==> src/rtl/traffic_pkg.sv <==
// Shared playfield geometry, palette and vehicle classification for the
// road-traffic renderer.
package traffic_pkg;

  localparam int BLOCKSIZE = 32;
  localparam int X_LEFT    = 96;
  localparam int X_RIGHT   = 544;
  localparam int LANE_Y0   = 256;

  localparam logic [5:0] C_NONE      = 6'h00;
  localparam logic [5:0] C_CAR_BODY  = 6'h30;
  localparam logic [5:0] C_CAR_GLASS = 6'h0b;
  localparam logic [5:0] C_WHEEL     = 6'h15;
  localparam logic [5:0] C_RV        = 6'h2a;
  localparam logic [5:0] C_TRUCK     = 6'h1c;
  localparam logic [5:0] C_CAB       = 6'h3c;

  typedef enum logic [1:0] {CAR, RV, TRUCK} vehicle_kind_t;

endpackage

==> src/rtl/traffic_engine_if.sv <==
// Pixel bus between the scan generator and the traffic renderer.
interface traffic_engine_if;
  logic [9:0] colPos;
  logic [9:0] rowPos;
  logic [5:0] color;
  logic       car_hit;

  modport master (output colPos, rowPos, input color, car_hit);
  modport slave  (input colPos, rowPos, output color, car_hit);
endinterface

==> src/rtl/car_rom.sv <==
// 32x32 car sprite, addressed {row[4:0], col[4:0]}; 0 is transparent.
module car_rom
  import traffic_pkg::*;
(
  input  logic [9:0] addr,
  output logic [5:0] data
);
  logic [4:0] row;
  logic [4:0] col;

  assign row = addr[9:5];
  assign col = addr[4:0];

  always_comb begin
    data = C_NONE;
    if (row >= 5'd2 && row <= 5'd29 && col >= 5'd1 && col <= 5'd30) begin
      if (col >= 5'd20 && col <= 5'd25 && row >= 5'd6 && row <= 5'd25)
        data = C_CAR_GLASS;
      else
        data = C_CAR_BODY;
    end else if ((row <= 5'd1 || row >= 5'd30) &&
                 ((col >= 5'd4 && col <= 5'd9) || (col >= 5'd22 && col <= 5'd27))) begin
      data = C_WHEEL;
    end
  end
endmodule

==> src/rtl/lane_mover.sv <==
// One road lane: frame divider and the x positions of its vehicles, updated
// only on frame_tick.
module lane_mover #(
  parameter int CARS    = 2,
  parameter int X_LEFT  = 96,
  parameter int X_RIGHT = 544
) (
  input  logic                 clk,
  input  logic                 reset_n,
  input  logic                 frame_tick,
  input  logic                 pause,
  input  logic [9:0]           length,
  input  logic [3:0]           period,
  input  logic                 dir,
  output logic [CARS-1:0][9:0] car_x
);
  logic [3:0]           div;
  logic [3:0]           div_last;
  logic                 advance;
  logic                 step;
  logic [CARS-1:0][9:0] next_x;

  assign div_last = (period == 4'd0) ? 4'd0 : period - 4'd1;
  assign advance  = frame_tick && !pause;
  assign step     = advance && (div >= div_last);

  always_ff @(posedge clk or negedge reset_n) begin
    if (!reset_n)
      div <= 4'd0;
    else if (advance)
      div <= (div >= div_last) ? 4'd0 : div + 4'd1;
  end

  // Left wrap is judged on the stepped position, mirroring the right-hand rule.
  always_comb begin
    next_x = '0;
    for (int k = 0; k < CARS; k++) begin
      if (dir) begin
        if ({1'b0, car_x[k]} + 11'd1 >= 11'(X_RIGHT))
          next_x[k] = 10'(X_LEFT) - length;
        else
          next_x[k] = car_x[k] + 10'd1;
      end else begin
        if ({1'b0, car_x[k]} + {1'b0, length} <= 11'(X_LEFT + 1))
          next_x[k] = 10'(X_RIGHT - 1);
        else
          next_x[k] = car_x[k] - 10'd1;
      end
    end
  end

  for (genvar k = 0; k < CARS; k++) begin : g_car
    localparam logic [9:0] X_RESET = 10'(X_LEFT + k * ((X_RIGHT - X_LEFT) / CARS));
    always_ff @(posedge clk or negedge reset_n) begin
      if (!reset_n)
        car_x[k] <= X_RESET;
      else if (step)
        car_x[k] <= next_x[k];
    end
  end
endmodule

==> src/rtl/traffic_engine.sv <==
// Road traffic renderer: per-lane movers plus a 2-stage pixel pipeline that
// produces vehicle colour, hit flag and a sticky frog collision flag.
module traffic_engine #(
  parameter int NUM_LANES     = 6,
  parameter int CARS_PER_LANE = 2,
  parameter int BLOCKSIZE     = traffic_pkg::BLOCKSIZE,
  parameter int X_LEFT        = traffic_pkg::X_LEFT,
  parameter int X_RIGHT       = traffic_pkg::X_RIGHT,
  parameter int LANE_Y0       = traffic_pkg::LANE_Y0
) (
  input  logic                      clk,
  input  logic                      reset_n,
  input  logic                      frame_tick,
  input  logic                      pause,
  traffic_engine_if.slave           pix,
  input  logic [NUM_LANES-1:0][9:0] lane_length,
  input  logic [NUM_LANES-1:0][3:0] lane_period,
  input  logic [NUM_LANES-1:0]      lane_dir,
  input  logic [9:0]                frog_x,
  input  logic [2:0]                frog_lane,
  output logic                      collide
);
  import traffic_pkg::*;

  logic [NUM_LANES-1:0][CARS_PER_LANE-1:0][9:0] car_x;

  for (genvar i = 0; i < NUM_LANES; i++) begin : g_lane
    lane_mover #(
      .CARS    (CARS_PER_LANE),
      .X_LEFT  (X_LEFT),
      .X_RIGHT (X_RIGHT)
    ) u_lane (
      .clk        (clk),
      .reset_n    (reset_n),
      .frame_tick (frame_tick),
      .pause      (pause),
      .length     (lane_length[i]),
      .period     (lane_period[i]),
      .dir        (lane_dir[i]),
      .car_x      (car_x[i])
    );
  end

  logic [10:0]                   row_rel;
  logic                          in_rows;
  logic                          in_win;
  logic [2:0]                    lane_c;
  logic [2:0]                    lane_sel;
  logic [4:0]                    ly_c;
  logic [CARS_PER_LANE-1:0][9:0] cx;
  logic [9:0]                    len_sel;
  logic                          hit_c;
  logic [9:0]                    lx_c;

  assign row_rel  = {1'b0, pix.rowPos} - 11'(LANE_Y0);
  assign in_rows  = ({1'b0, pix.rowPos} >= 11'(LANE_Y0)) &&
                    ({1'b0, pix.rowPos} <  11'(LANE_Y0 + NUM_LANES * BLOCKSIZE));
  assign in_win   = ({1'b0, pix.colPos} >= 11'(X_LEFT)) &&
                    ({1'b0, pix.colPos} <  11'(X_RIGHT));
  assign lane_c   = 3'(row_rel / 11'(BLOCKSIZE));
  assign ly_c     = 5'(row_rel % 11'(BLOCKSIZE));
  assign lane_sel = in_rows ? lane_c : 3'd0;
  assign cx       = car_x[lane_sel];
  assign len_sel  = lane_length[lane_sel];

  // Scan from the highest index down so the lowest-index car wins.
  always_comb begin
    hit_c = 1'b0;
    lx_c  = '0;
    for (int k = CARS_PER_LANE - 1; k >= 0; k--) begin
      if ({1'b0, pix.colPos} >= {1'b0, cx[k]} &&
          {1'b0, pix.colPos} <  {1'b0, cx[k]} + {1'b0, len_sel}) begin
        hit_c = 1'b1;
        lx_c  = pix.colPos - cx[k];
      end
    end
    if (!(in_rows && in_win))
      hit_c = 1'b0;
  end

  logic       s1_hit;
  logic [9:0] s1_lx;
  logic [4:0] s1_ly;
  logic [9:0] s1_len;
  logic [2:0] s1_lane;
  logic [9:0] s1_col;

  always_ff @(posedge clk or negedge reset_n) begin
    if (!reset_n) begin
      s1_hit  <= 1'b0;
      s1_lx   <= '0;
      s1_ly   <= '0;
      s1_len  <= '0;
      s1_lane <= '0;
      s1_col  <= '0;
    end else begin
      s1_hit  <= hit_c;
      s1_lx   <= lx_c;
      s1_ly   <= ly_c;
      s1_len  <= len_sel;
      s1_lane <= lane_c;
      s1_col  <= pix.colPos;
    end
  end

  vehicle_kind_t kind;
  logic [5:0]    rom_data;
  logic [5:0]    color_c;

  car_rom u_rom (
    .addr ({s1_ly, s1_lx[4:0]}),
    .data (rom_data)
  );

  always_comb begin
    kind = TRUCK;
    if (s1_len < 10'(2 * BLOCKSIZE))
      kind = CAR;
    else if (s1_len == 10'(2 * BLOCKSIZE))
      kind = RV;
    color_c = C_NONE;
    if (s1_hit) begin
      case (kind)
        CAR:     color_c = rom_data;
        RV:      color_c = C_RV;
        default: color_c = ({1'b0, s1_lx} + 11'(BLOCKSIZE) >= {1'b0, s1_len}) ? C_CAB : C_TRUCK;
      endcase
    end
  end

  logic [2:0] s2_lane;
  logic [9:0] s2_col;

  always_ff @(posedge clk or negedge reset_n) begin
    if (!reset_n) begin
      pix.color   <= C_NONE;
      pix.car_hit <= 1'b0;
      s2_lane     <= '0;
      s2_col      <= '0;
    end else begin
      pix.color   <= color_c;
      pix.car_hit <= s1_hit;
      s2_lane     <= s1_lane;
      s2_col      <= s1_col;
    end
  end

  always_ff @(posedge clk or negedge reset_n) begin
    if (!reset_n)
      collide <= 1'b0;
    else if (frame_tick)
      collide <= 1'b0;
    else if (pix.car_hit && s2_lane == frog_lane &&
             {1'b0, s2_col} >= {1'b0, frog_x} &&
             {1'b0, s2_col} <  {1'b0, frog_x} + 11'(BLOCKSIZE))
      collide <= 1'b1;
  end
endmodule

==> src/flat_wrapper.sv <==
// flat-port wrapper written by rule: the top's interface ports become plain ports
module traffic_engine_flat import traffic_pkg::*;
#(
  parameter int NUM_LANES     = 6,
  parameter int CARS_PER_LANE = 2,
  parameter int BLOCKSIZE     = traffic_pkg::BLOCKSIZE,
  parameter int X_LEFT        = traffic_pkg::X_LEFT,
  parameter int X_RIGHT       = traffic_pkg::X_RIGHT,
  parameter int LANE_Y0       = traffic_pkg::LANE_Y0
)
  (clk, reset_n, frame_tick, pause, lane_length, lane_period, lane_dir, frog_x, frog_lane, collide, pix_colPos, pix_rowPos, pix_color, pix_car_hit);
  traffic_engine_if pix_i ();
  input  logic clk;
  input  logic reset_n;
  input  logic frame_tick;
  input  logic pause;
  input  logic [NUM_LANES-1:0][9:0] lane_length;
  input  logic [NUM_LANES-1:0][3:0] lane_period;
  input  logic [NUM_LANES-1:0] lane_dir;
  input  logic [9:0] frog_x;
  input  logic [2:0] frog_lane;
  output logic collide;
  input wire logic [$bits(pix_i.colPos)-1:0] pix_colPos;
  input wire logic [$bits(pix_i.rowPos)-1:0] pix_rowPos;
  output wire logic [$bits(pix_i.color)-1:0] pix_color;
  output wire logic [$bits(pix_i.car_hit)-1:0] pix_car_hit;
  assign pix_i.colPos = pix_colPos;
  assign pix_i.rowPos = pix_rowPos;
  assign pix_color = pix_i.color;
  assign pix_car_hit = pix_i.car_hit;
  traffic_engine #(.NUM_LANES(NUM_LANES), .CARS_PER_LANE(CARS_PER_LANE), .BLOCKSIZE(BLOCKSIZE), .X_LEFT(X_LEFT), .X_RIGHT(X_RIGHT), .LANE_Y0(LANE_Y0)) u_core (.clk(clk), .reset_n(reset_n), .frame_tick(frame_tick), .pause(pause), .pix(pix_i), .lane_length(lane_length), .lane_period(lane_period), .lane_dir(lane_dir), .frog_x(frog_x), .frog_lane(frog_lane), .collide(collide));
endmodule
==> config.mk <==
export PLATFORM = sky130hd
export DESIGN_NAME = traffic_engine_flat
export DESIGN_NICKNAME = d
export VERILOG_FILES = /design/src/rtl/traffic_pkg.sv /design/src/rtl/traffic_engine_if.sv /design/src/rtl/car_rom.sv /design/src/rtl/lane_mover.sv /design/src/rtl/traffic_engine.sv /design/src/flat_wrapper.sv
export SDC_FILE = /design/constraint.sdc
export NUM_CORES = 1
export LEC_CHECK = 0
export ABC_AREA = 0
export CORE_MARGIN = 8
export CORE_UTILIZATION = 49
export CTS_CLUSTER_DIAMETER = 60
export DETAILED_ROUTE_END_ITERATION = 6
export HOLD_SLACK_MARGIN = 0.06
export MAX_ROUTING_LAYER = met4
export PLACE_DENSITY = 0.82
export REMOVE_ABC_BUFFERS = 1
export SLEW_MARGIN = 20
export SYNTH_ARGS = -nofsm -noshare
export SYNTH_HDL_FRONTEND = slang
export SYNTH_SLANG_ARGS = --single-unit
==> constraint.sdc <==
create_clock -name clk -period 4 [get_ports clk]
set_clock_uncertainty 0.05 [all_clocks]
set_input_delay 0.8 -clock clk [delete_from_list [all_inputs] [get_ports clk]]
set_output_delay 0.8 -clock clk [all_outputs]
set_load 0.02 [all_outputs]
==> metrics.cfg, run 1 <==
[critical_path]
cp_cell_sequence=buf_8 > nand2_4 > and3b_2 > and2_4 > buf_6 > buf_6 > mux2i_2 > o22ai_2 > ha_2 > fa_2 > a21o_1 > a21oi_2 > o21bai_1 > a21oi_1 > xor2_1 > ha_2 > or4_4 > a221oi_4 > o32ai_2 > a31oi_2 > buf_4 > nor2_4 > a32o_1
cp-start-kind=input pin
crit_arrival_ps=4980
required_ps=4400
r2r-start=u_core.g_lane[3].u_lane.car_x[10]
end_kind=flip-flop
worstSetupPathType=input pin to flip-flop
crit_start=pix_rowPos[6]
cp_max_fo=6
cpPeakStageDelay_ps=530
cpMaxStageDelayCell=or4_4

[timing]
grt_setup_unrepaired=yes
setup_ws_ps=-587
layout_min_cycle_time_ps=4590
fmax_ghz=0.218
slew_viol_final=0
max-slew-margin-rel_pct=31.3
hold_viol=0
tns_ps=-5900
worst_slew_pin_slew_ps=1030
hold_ws_ps=139
setup_viol=11
fin_crit_sh_pct=115

[final_layout]
drive_above_1_share_pct=18.9
mostFrequentLayoutCells=451 x buf_4, 301 x nor2_1, 260 x ha_1
area_delta_synth_final_pct=25.1
fin_nets=4146
n_antenna_cell=0
n_fill_cell=4332
layout.cells.most_common=buf_4
postLayoutCellArea_mm2=0.0318

[pwr]
powerDensity_mw_per_mm2=581
pwr-share-clk_pct=13.8
vdd_ir_drop_max_mv=0.328
leakage_nw=14.1
internal_power_w=0.00991
combPwrFrac_pct=67.1
switching_share_pct=46.4
p_switching_w=0.00858
power_frac_seq_pct=19.1

[clock_tree]
ctsHoldBuffers=0
clockBufferDepth=3
clkTransAtPathRegs_ps=60
htreeDepth=1
clock-sinks=203
clock_latency_ps=560
cts_tree=yes
cts_buffers=27
cts-root-buf=clkbuf_16

[grt]
grt_pass1_vias=26402
grt_pass1_wl_um=140000
grt_max_degree=84
antenna_found_initial=0
overflow=0
grtUsageTotal_pct=28.8

[synthesis]
synthFlopType=dfrtp_1
synth_edf_count=0
yosysWarnings=0
synthesis.area_mm2=0.0254
synth-seq-area-share_pct=20.1
synth_cell_type_count=101
ys_ff_latch=203
postSynthCellCount=3288
async_flop_share_pct=100
synth.avg_cell_area_um2=7.74

[floorplan]
start_util_pct=49.6
core_mm2=0.0513
rows=83
dieArea_mm2=0.0595
pin_count=135
die_h_um=244
die_w_um=244

[place]
pre_cts_slack_ps=-1740
portBuffers=133
place_area_mm2=0.0302
hpwl_um=67900
place.gp.congestion=1.03

[drt]
wire_per_inst_um=19.7
wl_met3_um=7270
vias=28085
routed_via_density=6.33
postRouteAntennaNets=0
drt_wl_total_um=87500
initialDrtViolationCount=3301
drt_pass1_iterations=7
drc=1
wl_met1_um=34600
highest_layer=met4
route.met2.wl_um=40000

[outcome]
outcome=finished with violations
failed_checks=design-rule violations, negative setup slack

[hold_path]
min_path_type=input pin to asynchronous set/reset pin

[flow_run]
drv_cap=0

[final timing paths]
path,endpoint,cells past startpoint,slack (ps)
max,u_core.s1_lx[9],23,-590
min,u_core.g_lane[4].u_lane.div[3],1,140
max in group asynchronous,u_core.g_lane[1].u_lane.car_x[6],2,2830
min reg2reg,u_core.s2_col[4],0,300
max reg2reg,u_core.s1_hit,22,-340
min in group clk,u_core.s2_col[4],0,300
[layout make-up]
| type | instances | area, um2 | share of cell area, % |
|---|---|---|---|
| timing repair buffer | 609 | 5060 | 15.9 |
| clock inverter | 17 | 195 | 0.613 |
| clock buffer | 33 | 748 | 2.35 |
| tap | 680 | 851 | 2.67 |
| inverter | 157 | 589 | 1.85 |
| multi-input combinational | 2740 | 19300 | 60.6 |
| sequential | 203 | 5110 | 16.1 |
[registers in the layout, summed over array words and instances (netlist names)]
signal and count:
u_core.g_lane.u_lane.car_x 120, u_core.g_lane.u_lane.div 24, u_core.s1_col 10, u_core.s1_len 10, u_core.s1_lx 10, u_core.s2_col 10, u_core.pix.color 6, u_core.s1_ly 4
u_core.s1_lane 3, u_core.s2_lane 3, u_core.collide 1, u_core.pix.car_hit 1, u_core.s1_hit 1
[metal layers]
layer  up-vias  GRT usage (%)
li1      13155              -
met1     13153           35.1
met2      1436           46.1
met3       341           3.95
met4         0           15.2
met5         -              -
[critical path: cells and delay by family]
family	cells	cell delay, ps
simple gates	5	1120
compound gates	9	1530
fa+ha+maj	3	780
mux	1	210
xor+xnor	1	90
buf+inv	4	460
[cell families after synthesis]
kind of cell	synth area share (%)
compound gates	26.2
fa+ha+maj	14.3
xor+xnor	5.89
simple gates	22.8
mux	5.27
buf+inv	5.44
flops	20.1
[power by group through the flow]
stage | registers (W) | clock network, W | logic [W]
2_1_floorplan | 0.00377 | 0 | 0.00698
3_3_place_gp | 0.00349 | 0 | 0.0113
3_5_place_dp | 0.00350 | 0 | 0.0115
4_1_cts | 0.00348 | 0.00258 | 0.0119
5_1_grt | 0.00356 | 0.00266 | 0.0136
6_report | 0.00353 | 0.00255 | 0.0124
[what timing repair did]
| item | CTS | global route |
|---|---|---|
| endpoints found under the setup margin | 11 | 17 |
| setup buffers | 36 | 4 |
| resized for setup | 87 | 29 |
| pin swaps | 64 | 37 |
[stage by stage]
| step | utilization, % | cells | total power, W |
|---|---|---|---|
| floorplan | - | 3100 | 0.0108 |
| global placement | 58.8 | 4350 | 0.0148 |
| detailed placement | 58.8 | 4350 | 0.0150 |
| CTS | 61.7 | 4435 | 0.0180 |
| global route | 62.0 | 4439 | 0.0198 |
| finish | 62.0 | 4439 | 0.0185 |
[cell usage after synthesis, drive strengths merged, types with 77 or more instances]
cell type	instances	area, um2
nor2	303	1140
ha	265	3320
nand2	254	956
a21oi	223	1130
dfrtp	179	4480
o21ai	175	887
inv	156	586
nor3	134	671
clkbuf	133	499
nand3	116	591
mux2i	107	1070
xnor2	99	867
o22ai	77	482
(Power assumes the default switching activity.)
==> inputs of run 2 (changes only) <==
--- a/config.mk
+++ b/config.mk
@@ -5,8 +5,7 @@
 export SDC_FILE = /design/constraint.sdc
 export NUM_CORES = 1
 export LEC_CHECK = 0
-export ABC_AREA = 0
-export CORE_MARGIN = 8
+export CORE_MARGIN = 3
 export CORE_UTILIZATION = 49
 export CTS_CLUSTER_DIAMETER = 60
 export DETAILED_ROUTE_END_ITERATION = 6
@@ -14,6 +13,7 @@
 export MAX_ROUTING_LAYER = met4
 export PLACE_DENSITY = 0.82
 export REMOVE_ABC_BUFFERS = 1
+export SETUP_SLACK_MARGIN = 0.2
 export SLEW_MARGIN = 20
 export SYNTH_ARGS = -nofsm -noshare
 export SYNTH_HDL_FRONTEND = slang
==> metrics.cfg, run 2 (synthesis gave the netlist of run 1 again) <==
[outcome]
outcome=finished with violations
failed_checks=negative setup slack

[timing]
layout_min_cycle_time_ps=4520
fmax_ghz=0.221
fin_crit_sh_pct=113
setup_ws_ps=-522
grt_setup_unrepaired=yes
tns_ps=-5360
slew_viol_final=0
hold_ws_ps=160
hold_viol=0
max-slew-margin-rel_pct=31.3
setup_viol=11
worst_slew_pin_slew_ps=1020

[critical_path]
cp_max_fo=7
cpMaxStageDelayCell=o32ai_4
required_ps=4410
cpPeakStageDelay_ps=330
cp-start-kind=input pin
crit_arrival_ps=4930
end_kind=flip-flop
worstSetupPathType=input pin to flip-flop
cpMostUsedCell=buf_6

[floorplan]
die_w_um=234
rows=82
core_mm2=0.0507
start_util_pct=50.2
die_h_um=234
pin_count=135
dieArea_mm2=0.0547

[clock_tree]
clockBufferDepth=3
htreeDepth=1
clock-sinks=203
cts_buffers=28
clock_latency_ps=580
cts-root-buf=clkbuf_16
clkTransAtPathRegs_ps=60
cts_tree=yes

[drt]
drt_wl_total_um=87200
routed_via_density=6.39
initialDrtViolationCount=2879
drt_pass1_iterations=6
wire_per_inst_um=19.8
vias=28114
drc=0
postRouteAntennaNets=0

[final_layout]
largest_register_ffs=120
n_fill_cell=4274
stdcell_count=4401
area_delta_synth_final_pct=24.6
n_antenna_cell=0
drive_above_1_share_pct=18.7
regArea_mm2=0.00511
top_register=u_core.g_lane.u_lane.car_x
largest_registers=u_core.g_lane.u_lane.car_x (120), u_core.g_lane.u_lane.div (24)
layout.cells.most_common=buf_4
fin_nets=4116
final_util_pct=62.5
mostFrequentLayoutCells=416 x buf_4, 298 x nor2_1, 256 x ha_1
multi_input_area_mm2=0.0194

[grt]
overflow=0
grtUsageTotal_pct=31.3
grt_pass1_wl_um=136000
grt_pass1_vias=25893
grt_max_degree=87
antenna_found_initial=0

[flow_run]
drv_cap=0

[pwr]
powerDensity_mw_per_mm2=585
vdd_ir_drop_max_mv=0.388
leakage_nw=13.9

[place]
hpwl_um=67300
dp_cells=4311
portBuffers=133
place.gp.congestion=1.03

[hold_path]
min_path_type=input pin to asynchronous set/reset pin

run 2: changes by cell type in the layout (fill, tap and decap cells not counted), moves of 4 or more:
| cell | delta |
|---|---|
| buf_4 | -35 |
| buf_6 | +4 |
| clkbuf_1 | +4 |
| clkbuf_8 | -4 |
| dlygate4sd2_1 | +4 |
| ha_1 | -4 |
| ha_4 | +4 |
| o22ai_1 | -4 |
| o22ai_2 | +4 |
run 2: repair_timing:
action	CTS	global route
cloned	1	1
resized for setup	107	49
pin swaps	54	53
setup endpoints to repair	12	19
hold buffers	0	0
setup buffers	25	12
run 2: worst paths after layout:
path / startpoint / end / slack, ps / cells after the start
max: pix_rowPos[9] / u_core.s1_lx[7] / -520 / 25
min: reset_n / u_core.g_lane[4].u_lane.div[0] / 160 / 1
max reg2reg: u_core.g_lane[3].u_lane.car_x[11] / u_core.s1_lx[3] / -300 / 20
min reg2reg: u_core.s1_col[4] / u_core.s2_col[4] / 290 / 0
max in group asynchronous: reset_n / u_core.g_lane[1].u_lane.car_x[16] / 2670 / 2
min in group clk: u_core.s1_col[4] / u_core.s2_col[4] / 290 / 0
run 2: cell type report:
class / count / share of cell area (%)
clock buffers: 34 / 2.31
clock inverters: 17 / 0.493
inverters: 157 / 1.86
multi-input cells: 2740 / 61.3
flip-flops and latches: 203 / 16.1
well taps: 672 / 2.65
repair buffers: 578 / 15.2
run 2: per-layer routing:
layer / GRT usage [%] / share of wire, %
met5: - / 0
met4: 15.3 / 6.0
met3: 4.15 / 9.0
met2: 50.3 / 45
met1: 39.0 / 40
run 2: power breakdown:
group          internal, W  switching [W]
combinational      0.00572        0.00688
sequential         0.00273       0.000821
clock              0.00134        0.00106
run 2: critical path: cells and delay by family:
family          cells  cell delay, ps
buf+inv             9            1030
xor+xnor            1             150
fa+ha+maj           2             580
simple gates        4             870
mux                 1             220
compound gates      8            1290
run 2: stage by stage:
stage | total power, W | setup slack (ps) | cell area [um2]
global placement | 0.0147 | -1650 | 29900
floorplan | 0.0108 | -2620 | 24600
CTS | 0.0178 | -345 | 31300
detailed placement | 0.0150 | -1730 | 29900
global route | 0.0199 | -689 | 31700
finish | 0.0186 | -522 | 31700
==> patch (config.mk and constraints of run 2) <==
`NUM_LANES` is set to 6 in 2 places; all go to 5.
--- a/src/rtl/traffic_engine.sv
+++ b/src/rtl/traffic_engine.sv
@@ -1,7 +1,7 @@
 // Road traffic renderer: per-lane movers plus a 2-stage pixel pipeline that
 // produces vehicle colour, hit flag and a sticky frog collision flag.
 module traffic_engine #(
-  parameter int NUM_LANES     = 6,
+  parameter int NUM_LANES     = 5,
   parameter int CARS_PER_LANE = 2,
   parameter int BLOCKSIZE     = traffic_pkg::BLOCKSIZE,
   parameter int X_LEFT        = traffic_pkg::X_LEFT,
--- a/src/flat_wrapper.sv
+++ b/src/flat_wrapper.sv
@@ -1,7 +1,7 @@
 // flat-port wrapper written by rule: the top's interface ports become plain ports
 module traffic_engine_flat import traffic_pkg::*;
 #(
-  parameter int NUM_LANES     = 6,
+  parameter int NUM_LANES     = 5,
   parameter int CARS_PER_LANE = 2,
   parameter int BLOCKSIZE     = traffic_pkg::BLOCKSIZE,
   parameter int X_LEFT        = traffic_pkg::X_LEFT,
Interface: changed (resized lane_dir, lane_length and lane_period); port bits go from 135 to 120. The function was not compared with the original's and may differ.
==> patch against run 2 <==
Wire length decreased by 7.8%; clock power is 32% lower; sequential share of layout area rose by 0.21 points; design area fell by 13%; critical path depth shrank 2; non-clock buffer count is 25 lower; utilization is 0.65 points higher; critical endpoint is now u_core.s1_lx[5]$_DFF_PN0_; area after synthesis down 14%; sequential cell count fell by 24; cell count down 12%; worst setup slack worse by 280 ps; combinational power decreased by 6%; the run still ends with negative setup slack left; critical path type unchanged; total power down 10%.
==> patch: results <==
group,metric,value,unit
global_routing,grt_pass1_wl,127000,um
placed_design,dp_slack,-2000,ps
power_and_ir_drop,p_leak,12.4,nW
global_routing,grt_max_degree,91,
synthesis,seq_area_frac_synth,0.205,
clock_tree,clockBufferDepth,2,
synthesis,synth_cell_types,83,
placed_design,port_buffers,118,
sta,setup_violations,11,
global_routing,track_usage,0.339,
final_layout,finalNonFillerCells,3871,
status,violations,"negative setup slack",
global_routing,antenna_found_initial,3,
sta,setup_tns,-8410,ps
clock_tree,cts_buffers,17,
final_layout,reg.largest.list,"u_core.g_lane.u_lane.car_x (100), u_core.g_lane.u_lane.div (20)",
clock_tree,clk_latency,460,ps
placed_design,place_area,0.0264,mm2
synthesis,synth_flop_cell,"dfrtp_1",
worst_setup_path,regToRegSetupSlack,-250,ps
clock_tree,cts_root_buffer,"clkbuf_16",
worst_setup_path,timing.rr.start,"u_core.g_lane[2].u_lane.car_x[1]$_DFFE_PN0P_",
power_and_ir_drop,switching_power,8.00,mW
worst_setup_path,reg2reg_to,"u_core.s1_lx[7]$_DFF_PN0_",
status,status,"complete, but fails checks",
synthesis,yosys.area.top_type,"dfrtp_1",
clock_tree,clkSlewWorstSetupHoldPaths,70,ps
detailed_routing,drc,0,
detailed_routing,drtIter0Drc,2979,
global_routing,grt_pass1_vias,23800,
placed_design,gp_congestion,1.04,
final_layout,drive_gt1_frac,0.195,
worst_setup_path,path_max_fanout,10,
worst_setup_path,cp_slowest_cell,"a221oi_2",
synthesis,yosysWarnings,0,
sta,holdWs,185,ps
worst_setup_path,r2r_cells,22,
final_layout,layout.nets,3631,
sta,relSlewSlack,0.437,
worst_setup_path,max_stage_delay,310,ps
clock_tree,htreeDepth,4,
synthesis,synthTopCellsByCount,"nand2_1 (309), ha_1 (235), nor2_1 (213), o21ai_0 (166), dfrtp_1 (159)",
synthesis,synth.area.top_cells,"dfrtp_1 (18%), ha_1 (13%), nand2_1 (5.3%), o21ai_0 (3.8%), nor2_1 (3.6%)",
sta,setup_slack,-806,ps
worst_hold_path,min_path_type,"in2async",
placed_design,hpwl,64000,um
worst_setup_path,critPathArrivalTime,5130,ps
synthesis,avgSynthCellArea,7.68,um2
power_and_ir_drop,vdd_drop_max,0.351,mV
detailed_routing,vias,24700,
detailed_routing,wl_per_cell,20.8,um
detailed_routing,firstDrtPassIters,6,
synthesis,synthArstFlopShare,1.00,
final_layout,nFillCells,3687,
placed_design,numPlacedInstances,3808,
==> patch: changes by cell type after synthesis, sizes merged, moves of 20 or more <==
cell	run 2	this run
buf	55	25
nor2	303	214
a311oi	7	27
mux2i	107	51
ha	265	235
a21oi	223	153
dfrtp	179	159
nor3	134	112
inv	156	132
o22ai	77	34
nand2	254	309
nand3	116	96
==> patch: what timing repair did <==
item / CTS / global route
setup buffers: 22 / 4
endpoints found under the setup margin: 39 / 59
pin swaps: 29 / 29
resized for setup: 87 / 63
cloned: 2 / 0
==> patch: area by class of cell <==
type	count	area (um2)	share of cell area
multi-input cells	2387	16700	0.607
repair buffers	553	4550	0.165
diodes	3	7.51	0.000272
flip-flops and latches	179	4500	0.163
inverters	132	495	0.0180
clock buffers	19	433	0.0157
well taps	585	732	0.0265
clock inverters	13	123	0.00445
==> patch: worst max-delay path by stage <==
stage / startpoint / endpoint / slack (ps)
floorplan: pix_rowPos[5] / u_core.s1_lx[7]$_DFF_PN0_ / -2170
global placement: pix_rowPos[7] / u_core.s1_lx[5]$_DFF_PN0_ / -1820
detailed placement: pix_rowPos[7] / u_core.s1_lx[5]$_DFF_PN0_ / -2000
CTS: pix_rowPos[6] / u_core.s1_lx[9]$_DFF_PN0_ / -680
global route: pix_rowPos[8] / u_core.s1_lx[5]$_DFF_PN0_ / -970
finish: pix_rowPos[8] / u_core.s1_lx[5]$_DFF_PN0_ / -810
==> patch: cell families (layout without fill, tap and decap cells) <==
family	after synthesis	count (layout)	synth area share
and+or+nand+nor	1069	1069	0.240
AOI/OAI and AO/OA	835	835	0.257
buffers and inverters	293	717	0.0511
adders and majority gates	249	249	0.147
DFF	179	179	0.205
xor gates and xnor gates	154	154	0.0614
muxes	80	80	0.0381
other	0	3	0
==> patch: worst max-delay path, delay by kind of cell <==
family          cells  cell delay [ps]
buf+inv             5              860
fa+ha+maj           2              490
simple gates        2              440
xor+xnor            1              160
compound gates     13             2380
==> patch: power groups by stage <==
stage | registers, mW | logic [mW] | clock network, mW
final | 3.21 | 11.8 | 1.64
after global routing | 3.23 | 12.9 | 1.74
after CTS | 3.16 | 11.2 | 1.66
after detailed placement | 3.18 | 10.8 | 0
after global placement | 3.17 | 10.3 | 0
after floorplan | 3.30 | 6.38 | 0
==> patch: per-layer routing <==
metal,vias up,global-route usage,share of wire
met2,1226,0.550,0.46
met3,252,0.0640,0.092
met4,0,0.139,0.049
li1,11400,-,-
met5,-,-,0
met1,11800,0.418,0.40
